===== config.mk =====
export PLATFORM = sky130hd
export DESIGN_NAME = game_start_sequencer
export DESIGN_NICKNAME = d
export VERILOG_FILES = /design/src/rtl/game_pkg.sv /design/src/rtl/edge_detect_rise.sv /design/src/rtl/game_start_sequencer.sv
export SDC_FILE = /design/constraint.sdc
export NUM_CORES = 1
export LEC_CHECK = 0
export ABC_CLOCK_PERIOD_IN_PS = 3080
export CAP_MARGIN = 10
export CELL_PAD_IN_SITES_DETAIL_PLACEMENT = 1
export CELL_PAD_IN_SITES_GLOBAL_PLACEMENT = 2
export CORE_MARGIN = 10
export CORE_UTILIZATION = 27
export CTS_BUF_LIST = sky130_fd_sc_hd__clkbuf_4 sky130_fd_sc_hd__clkbuf_8
export DETAILED_ROUTE_END_ITERATION = 10
export DONT_BUFFER_PORTS = 1
export PLACE_DENSITY = 0.65
export RECOVER_POWER = 50
export SKIP_LAST_GASP = 1
export SYNTH_ARGS = -nofsm -noshare
export SYNTH_HDL_FRONTEND = slang
export SYNTH_SLANG_ARGS = --single-unit

===== constraint.sdc =====
create_clock -name clock -period 3.08 [get_ports clock]
set_input_delay 0.77 -clock clock [delete_from_list [all_inputs] [get_ports clock]]
set_output_delay 0.77 -clock clock [all_outputs]
set_load 0.01 [all_outputs]

===== src/rtl/game_pkg.sv =====
// Shared types and seven-segment constants for the game start sequencer.
// Segment patterns are active-low, bit order {g,f,e,d,c,b,a}.
package game_pkg;

  typedef enum logic [2:0] {
    IDLE  = 3'd0,
    COUNT = 3'd1,
    FIGHT = 3'd2,
    PLAY  = 3'd3,
    OVER  = 3'd4
  } state_t;

  localparam logic [6:0] SEG_0     = 7'b1000000;
  localparam logic [6:0] SEG_1     = 7'b1111001;
  localparam logic [6:0] SEG_2     = 7'b0100100;
  localparam logic [6:0] SEG_3     = 7'b0110000;
  localparam logic [6:0] SEG_4     = 7'b0011001;
  localparam logic [6:0] SEG_5     = 7'b0010010;
  localparam logic [6:0] SEG_6     = 7'b0000010;
  localparam logic [6:0] SEG_7     = 7'b1111000;
  localparam logic [6:0] SEG_8     = 7'b0000000;
  localparam logic [6:0] SEG_9     = 7'b0010000;
  localparam logic [6:0] SEG_F     = 7'b0001110;
  localparam logic [6:0] SEG_P     = 7'b0001100;
  localparam logic [6:0] SEG_BLANK = 7'b1111111;

  // Decimal digit to active-low segment pattern; out-of-range values blank.
  function automatic logic [6:0] seg_digit(input logic [3:0] d);
    logic [6:0] seg;
    case (d)
      4'd0:    seg = SEG_0;
      4'd1:    seg = SEG_1;
      4'd2:    seg = SEG_2;
      4'd3:    seg = SEG_3;
      4'd4:    seg = SEG_4;
      4'd5:    seg = SEG_5;
      4'd6:    seg = SEG_6;
      4'd7:    seg = SEG_7;
      4'd8:    seg = SEG_8;
      4'd9:    seg = SEG_9;
      default: seg = SEG_BLANK;
    endcase
    return seg;
  endfunction

endpackage


===== src/rtl/edge_detect_rise.sv =====
// Registered 1-bit rising-edge detector. The history register resets to 1 so
// an input already high when reset releases is not reported as an edge.
module edge_detect_rise (
  input  logic i_clk,
  input  logic i_rst,
  input  logic i_din,
  output logic o_rise
);

  logic r_hist;

  // Track the previous input level.
  always_ff @(posedge i_clk) begin
    if (i_rst) begin
      r_hist <= 1'b1;
    end else begin
      r_hist <= i_din;
    end
  end

  assign o_rise = i_din & ~r_hist;

endmodule


===== src/rtl/game_start_sequencer.sv =====
// Game start sequencer: accepts the menu start trigger, freezes the game mode,
// runs the 3-2-1 countdown, FIGHT banner, play phase and game-over hold, then
// returns control to the menu.
// Optional build macro: PAUSE_EN enables the pause toggle in PLAY.
module game_start_sequencer
  import game_pkg::*;
#(
  parameter int unsigned COUNT_FRAMES = 60,
  parameter int unsigned COUNT_START  = 3,
  parameter int unsigned FIGHT_FRAMES = 30,
  parameter int unsigned OVER_FRAMES  = 120,
  parameter int unsigned CNT_W        = 8
) (
  input  logic       clock,
  input  logic       reset_n,
  input  logic       frame_tick,
  input  logic       trigger_count_start,
  input  logic       game_mode_chosen,
  input  logic       game_over,
  input  logic       pause_btn,
  output logic       menu_active,
  output logic       game_active,
  output logic       mode_latched,
  output logic [2:0] seq_state,
  output logic [6:0] hexout,
  output logic [6:0] hexout2,
  output logic       game_paused
);

  localparam logic [CNT_W-1:0] COUNT_LAST  = CNT_W'(COUNT_FRAMES - 1);
  localparam logic [CNT_W-1:0] FIGHT_LAST  = CNT_W'(FIGHT_FRAMES - 1);
  localparam logic [CNT_W-1:0] OVER_LAST   = CNT_W'(OVER_FRAMES - 1);
  localparam logic [3:0]       DIGIT_START = 4'(COUNT_START);

  state_t           r_state;
  logic [CNT_W-1:0] r_cnt;
  logic [3:0]       r_digit;
  logic             r_mode;
  logic             w_trig_rise;
  logic             w_cnt_last;
  logic             w_paused;

  // The reset port is active-high despite its legacy name.
  edge_detect_rise u_trig_edge (
    .i_clk  (clock),
    .i_rst  (reset_n),
    .i_din  (trigger_count_start),
    .o_rise (w_trig_rise)
  );

`ifdef PAUSE_EN
  logic w_pause_rise;
  logic r_paused;

  edge_detect_rise u_pause_edge (
    .i_clk  (clock),
    .i_rst  (reset_n),
    .i_din  (pause_btn),
    .o_rise (w_pause_rise)
  );

  // Pause toggles only while staying in PLAY; any exit from PLAY clears it.
  always_ff @(posedge clock) begin
    if (reset_n) begin
      r_paused <= 1'b0;
    end else if (r_state == PLAY && !game_over) begin
      r_paused <= r_paused ^ w_pause_rise;
    end else begin
      r_paused <= 1'b0;
    end
  end

  assign w_paused = r_paused;
`else
  logic w_pause_unused;

  assign w_pause_unused = pause_btn;
  assign w_paused       = 1'b0;
`endif

  // Select the terminal frame count for the current timed phase.
  always_comb begin
    w_cnt_last = 1'b0;
    case (r_state)
      COUNT:   w_cnt_last = (r_cnt == COUNT_LAST);
      FIGHT:   w_cnt_last = (r_cnt == FIGHT_LAST);
      OVER:    w_cnt_last = (r_cnt == OVER_LAST);
      default: w_cnt_last = 1'b0;
    endcase
  end

  // Sequencer state, frame counter, countdown digit and frozen mode.
  always_ff @(posedge clock) begin
    if (reset_n) begin
      r_state <= IDLE;
      r_cnt   <= '0;
      r_digit <= '0;
      r_mode  <= 1'b0;
    end else begin
      case (r_state)
        IDLE: begin
          if (w_trig_rise) begin
            r_mode  <= game_mode_chosen;
            r_digit <= DIGIT_START;
            r_cnt   <= '0;
            r_state <= COUNT;
          end
        end
        COUNT: begin
          if (frame_tick) begin
            if (w_cnt_last) begin
              r_cnt <= '0;
              if (r_digit <= 4'd1) begin
                r_digit <= '0;
                r_state <= FIGHT;
              end else begin
                r_digit <= r_digit - 4'd1;
              end
            end else begin
              r_cnt <= r_cnt + 1'b1;
            end
          end
        end
        FIGHT: begin
          if (frame_tick) begin
            if (w_cnt_last) begin
              r_cnt   <= '0;
              r_state <= PLAY;
            end else begin
              r_cnt <= r_cnt + 1'b1;
            end
          end
        end
        PLAY: begin
          // A coincident frame_tick is not counted: OVER starts from zero.
          if (game_over) begin
            r_cnt   <= '0;
            r_state <= OVER;
          end
        end
        OVER: begin
          if (frame_tick) begin
            if (w_cnt_last) begin
              r_cnt   <= '0;
              r_state <= IDLE;
            end else begin
              r_cnt <= r_cnt + 1'b1;
            end
          end
        end
        default: begin
          r_cnt   <= '0;
          r_state <= IDLE;
        end
      endcase
    end
  end

  // Decode status flags and display digits from the registered state.
  always_comb begin
    menu_active = 1'b0;
    game_active = 1'b0;
    hexout      = SEG_BLANK;
    hexout2     = SEG_BLANK;
    case (r_state)
      IDLE: begin
        menu_active = 1'b1;
      end
      COUNT: begin
        hexout = seg_digit(r_digit);
      end
      FIGHT: begin
        hexout = SEG_F;
      end
      PLAY: begin
        game_active = ~w_paused;
        hexout      = r_mode ? SEG_2 : SEG_1;
        hexout2     = w_paused ? SEG_BLANK : SEG_P;
      end
      default: begin
        menu_active = 1'b0;
      end
    endcase
  end

  assign mode_latched = r_mode;
  assign seq_state    = r_state;
  assign game_paused  = w_paused;

endmodule

; Word-level counts from Yosys, hierarchy flattened
; Memory sizes are Yosys's and may differ from the RTL's. A register that Yosys moved wholly into a read port is not among the register bits.
; Cells that the tools add are included.
[word_totals]
latchBits = 0
memories = 1
rom_bits = 112
mem_bits_rw = 0
register_bits = 17
[memory_table]
columns = name, words, word_bits, rd, rd_clocked_by_memory_dff, wr, line_no
row1 = (name not given), 16, 7, 1, 1, 0, game_pkg.sv:30  ; case (d)
[op_classes]
n_div = 0
eq_ne = 17
mux = 28
n_lt_le_gt_ge = 1
n_bitwise = 2
reduce_logical = 7
n_mul = 0
add_sub_neg = 2
n_shift = 0
[ops]
columns = op, n
row1 = two-way mux 8 bit, 4
row2 = two-way mux 3 bit, 9
row3 = two-way mux 4 bit, 6
row4 = one-hot mux 8 bit (3 select lines), 1
row5 = one-hot mux 7 bit (3 select lines), 1
row6 = "inequality test 2 bit, second input constant", 8
row7 = one-hot mux 3 bit (5 select lines), 1
row8 = two-way mux 7 bit, 2
row9 = AND reduction 9 bit, 1
row10 = "adder 8 x 1 -> 8 bit, second input constant", 1
row11 = "== test 8 x 5 -> 1 bit, second input constant", 1
row12 = "== test 8 x 6 -> 1 bit, second input constant", 1
row13 = "== test 8 x 7 -> 1 bit, second input constant", 1
row14 = one-hot mux 4 bit (2 select lines), 1
row15 = "== test 3 x 2 -> 1 bit, second input constant", 2
row16 = "less-or-equal comparator 4 x 1 -> 1 bit, second input constant", 1
row17 = "inequality test 2 x 1 -> 1 bit, second input constant", 2
row18 = AND reduction 4 bit, 1
row19 = "subtractor 4 x 1 -> 4 bit, second input constant", 1
row20 = "== test 3 x 1 -> 1 bit, second input constant", 1
row21 = "== test 3 bit, second input constant", 1
row22 = zero test 3 bit, 1
row23 = one-hot mux 1 bit (3 select lines), 1
row24 = AND reduction 3 bit, 1
row25 = other kinds (6), 7

; Depth between registers and ports, before layout
[depth]
word_depth = 7
ltp_mapped = 10

; Cells and area by module
; From an unflattened synthesis, not the netlist that was laid out.
[unflattened]
cells_unflattened = 204
area_unflattened_um2 = 1667.8
[modules_own_cells]
columns = mod, n_inst, cells_per_inst, area_each_um2
row1 = game_start_sequencer, 1, 201, 1635.3
row2 = edge_detect_rise, 1, 3, 32.5

; Worst setup path after synthesis
; Ideal clock, no wire load.
[synth_timing]
path_kind = register -> register
startpoint = reg r_state[2] (netlist: seq_state[2])
endpoint = reg (tool-made name)
synth_period_minus_slack_ns = 2.765
path_stages_with_launch = 11
t_arrival_ns = 2.644
slack_ns = 0.315
setup_ns = 0.121
cell_sequence = dfxtp_1 -> buf_4 -> or3b_1 -> or3_1 -> a211oi_2 -> nor2_1 -> o21ai_0 -> or2_1 -> ha_1 -> nand2_1 -> mux2_4
[synth_lines]
columns = element, line_no
row1 = from (decl), game_start_sequencer.sv:35  ; state_t r_state;
row2 = from (signal assigned), game_start_sequencer.sv:95  ; r_state <= IDLE;
row3 = from (signal assigned), game_start_sequencer.sv:106  ; r_state <= COUNT;
row4 = from (signal assigned), game_start_sequencer.sv:115  ; r_state <= FIGHT;

==> results.yml <==
floorplanning:
  die_h_um: 98.5
  core_um2: 5960
  floorplan.die.width_um: 98.5
  die-area_um2: 9700
  start_util_pct: 27.9
  num_rows: 28
  num_io_pins: 28
finish:
  drive_gt1_share_pct: 9.95
  post-route-util_pct: 30.2
  syn_to_final_growth_pct: 8.28
  nets: 227
  design_area_um2: 1800
  diodes: 0
drt:
  dr.pass1.iters: 4
  drc_errors: 0
  vias: 1431
  drtIter0Drc: 40
  routed_wl_um: 4520
  final_antenna_net_count: 0
  viasPerCell: 5.00
  wire_per_inst_um: 15.8
timing:
  fmaxAchievable_mhz: 348
  setup_viol: 0
  rsz0062_at_grt: "no"
  hold_viol_final: 0
  tightestPinTransition_ns: 0.612
  maxSlewHeadroom_pct: 59.2
  fin_crit_sh_pct: 93.3
  fin_skew_ns: 0.00154
  tns_ns: 0
  timing.final.max_slew_violations: 0
  period_minus_slack_ns: 2.87
yosys:
  synth_flop_cell: "dfxtp_1"
  synthCells: 209
  synth_commonest_cells: "24 x dfxtp_1, 23 x nor2_1, 19 x nand2_1"
  yosys_warnings: 0
  synth_edf_count: 0
  synth_seq_cells: 24
  ys_seq_area_share_pct: 28.9
  synthArstFlopShare_pct: 0
  synth_top_cell_area_share_pct: 28.9
  synth_area_leaders: "dfxtp_1 29%, ha_1 6.0%, nor2_1 5.2%"
  synth.distinct_cells: 53
  syn_area_um2: 1660
  yosys.area.top_type: "dfxtp_1"
  synth.avg_cell_area_um2: 7.96
  synth_most_common_cell: "dfxtp_1"
critical_path:
  crit_required_ns: 3.22
  crit_path_start_kind: "flop"
  r2r_setup_slack_ns: 0.21
  crit_top_cell: "mux2i_1"
  endpoint_kind: "flop"
  critPathMaxFanout: 5
  crit_chain: "or3b_1, or3_1, a211o_1, nand3_1, o21ai_1, or2_1, ha_1, mux2i_1, mux2i_1"
  cp.arrival_ns: 3.01
  cpMaxStageDelayCell: "dfxtp_1"
  cp_slowest_stage_delay_ns: 0.46
  reg2regPathDepth: 9
  critical_path_class: "flop to flop"
power_and_ir_drop:
  leakagePower_nw: 0.703
  p_switching_w: 0.000199
  clkPwrFrac_pct: 31.4
  pwr-share-seq_pct: 48.9
  ir_drop_uv: 175
  totalPowerFinal_w: 0.000683
  combPwrFrac_pct: 19.7
  power_density_nw_per_um2: 379
  switching_share_pct: 29.1
  p_int_w: 0.000484
worst_hold_path:
  whs_path_depth: 2
  hp-class: "flop to flop"
clock_tree:
  cts_tree: "yes"
  clkLatencyLatePin_ns: 0.26
  h-tree-depth: 1
  clock_sinks: 24
  cts_setup_buffers: 0
  clkTransAtPathRegs_ns: 0.08
  cts_buffers: 3
  clockBufferDepth: 2
  hold_buffers: 0
  cts-root-buf: "clkbuf_8"
global_route:
  grt_max_degree: 16
  gr-usage-all-layers_pct: 9.47
  overflow: 0
  grt_pass1_wl_um: 7570
  grt_pass1_vias: 1458
  antenna_found_initial: 0
job:
  drv_cap: 0
placed_design:
  io_buffers: 0
  gp_congestion: 0.819
  placedInstanceArea_um2: 1750
  dp_hpwl_um: 3550
status:
  outcome: "completed"
cells by family after synthesis:
| logic type | count (synthesis) | share of synthesized area (%) |
|---|---|---|
| AOI/OAI and AO/OA | 49 | 21.1 |
| adders and majority gates | 8 | 6.02 |
| DFF | 24 | 28.9 |
| other | 2 | 0.452 |
| xor gates and xnor gates | 9 | 4.74 |
| muxes | 7 | 4.59 |
| and+or+nand+nor | 84 | 26.0 |
| buffers and inverters | 26 | 8.13 |
routing by layer:
metal | global-route usage [%] | vias to the layer above | routed length (um)
li1 | - | 731 | -
met3 | 2.65 | 4 | 215
met4 | 3.31 | 0 | 60
met5 | 0 | - | 0
met2 | 14.2 | 18 | 1960
met1 | 12.6 | 678 | 2280
layout by cell type, fill, tap and decap left out, drive strengths merged, types with 4 or more instances in the layout:
| master | Yosys | routed |
|---|---|---|
| inv | 12 | 12 |
| mux2i | 5 | 5 |
| a211oi | 4 | 4 |
| nor3 | 6 | 6 |
| nand2 | 19 | 19 |
| nor3b | 5 | 5 |
| nor2 | 23 | 23 |
| clkbuf | 5 | 6 |
| xnor2 | 8 | 8 |
| nand2b | 4 | 4 |
| dfxtp | 24 | 24 |
| a21oi | 6 | 6 |
| o21ai | 18 | 18 |
| buf | 9 | 9 |
| ha | 8 | 8 |
| nand3 | 5 | 5 |
per-stage QoR:
stage / hold slack [ns] / setup WS [ns] / instances
4_1_cts: 0.551 / 0.132 / 286
3_3_place_gp: 0.508 / 0.155 / 282
2_1_floorplan: 0.476 / 0.315 / 210
3_5_place_dp: 0.528 / 0.159 / 282
5_1_grt: 0.545 / 0.00695 / 286
6_report: 0.531 / 0.207 / 286
final timing paths:
path	from	to
max	seq_state[2]	flop
min	r_cnt[7]	r_cnt[7]
max reg2reg	seq_state[2]	flop
min reg2reg	r_cnt[7]	r_cnt[7]
layout make-up:
cell class | instances | area [um^2]
Timing Repair Buffer | 11 | 75.1
Fill cell | 729 | 4160
Sequential cell | 24 | 480
Tap cell | 75 | 93.8
Multi-Input combinational cell | 160 | 1050
Inverter | 12 | 45.0
Clock buffer | 4 | 55.1
power groups by stage:
stage          clock network [W]  registers (W)   logic, W
2_1_floorplan                  0       0.000339  0.0000999
3_3_place_gp                   0       0.000340   0.000140
3_5_place_dp                   0       0.000341   0.000139
4_1_cts                 0.000228       0.000334   0.000140
5_1_grt                 0.000238       0.000336   0.000153
6_report                0.000215       0.000334   0.000135
timing repair:
action                     CTS  global route
hold endpoints to repair     0             0
gates resized for setup      0             1
setup endpoints to repair    0             6
critical path: cells and delay by family (launching register included):
kind	cells	cell delay [ns]
adders and majority gates	1	0.30
muxes	2	0.22
AOI/OAI and AO/OA	2	0.51
DFF	1	0.46
and+or+nand+nor	4	1.24
Power figures use the tool's default switching activity.
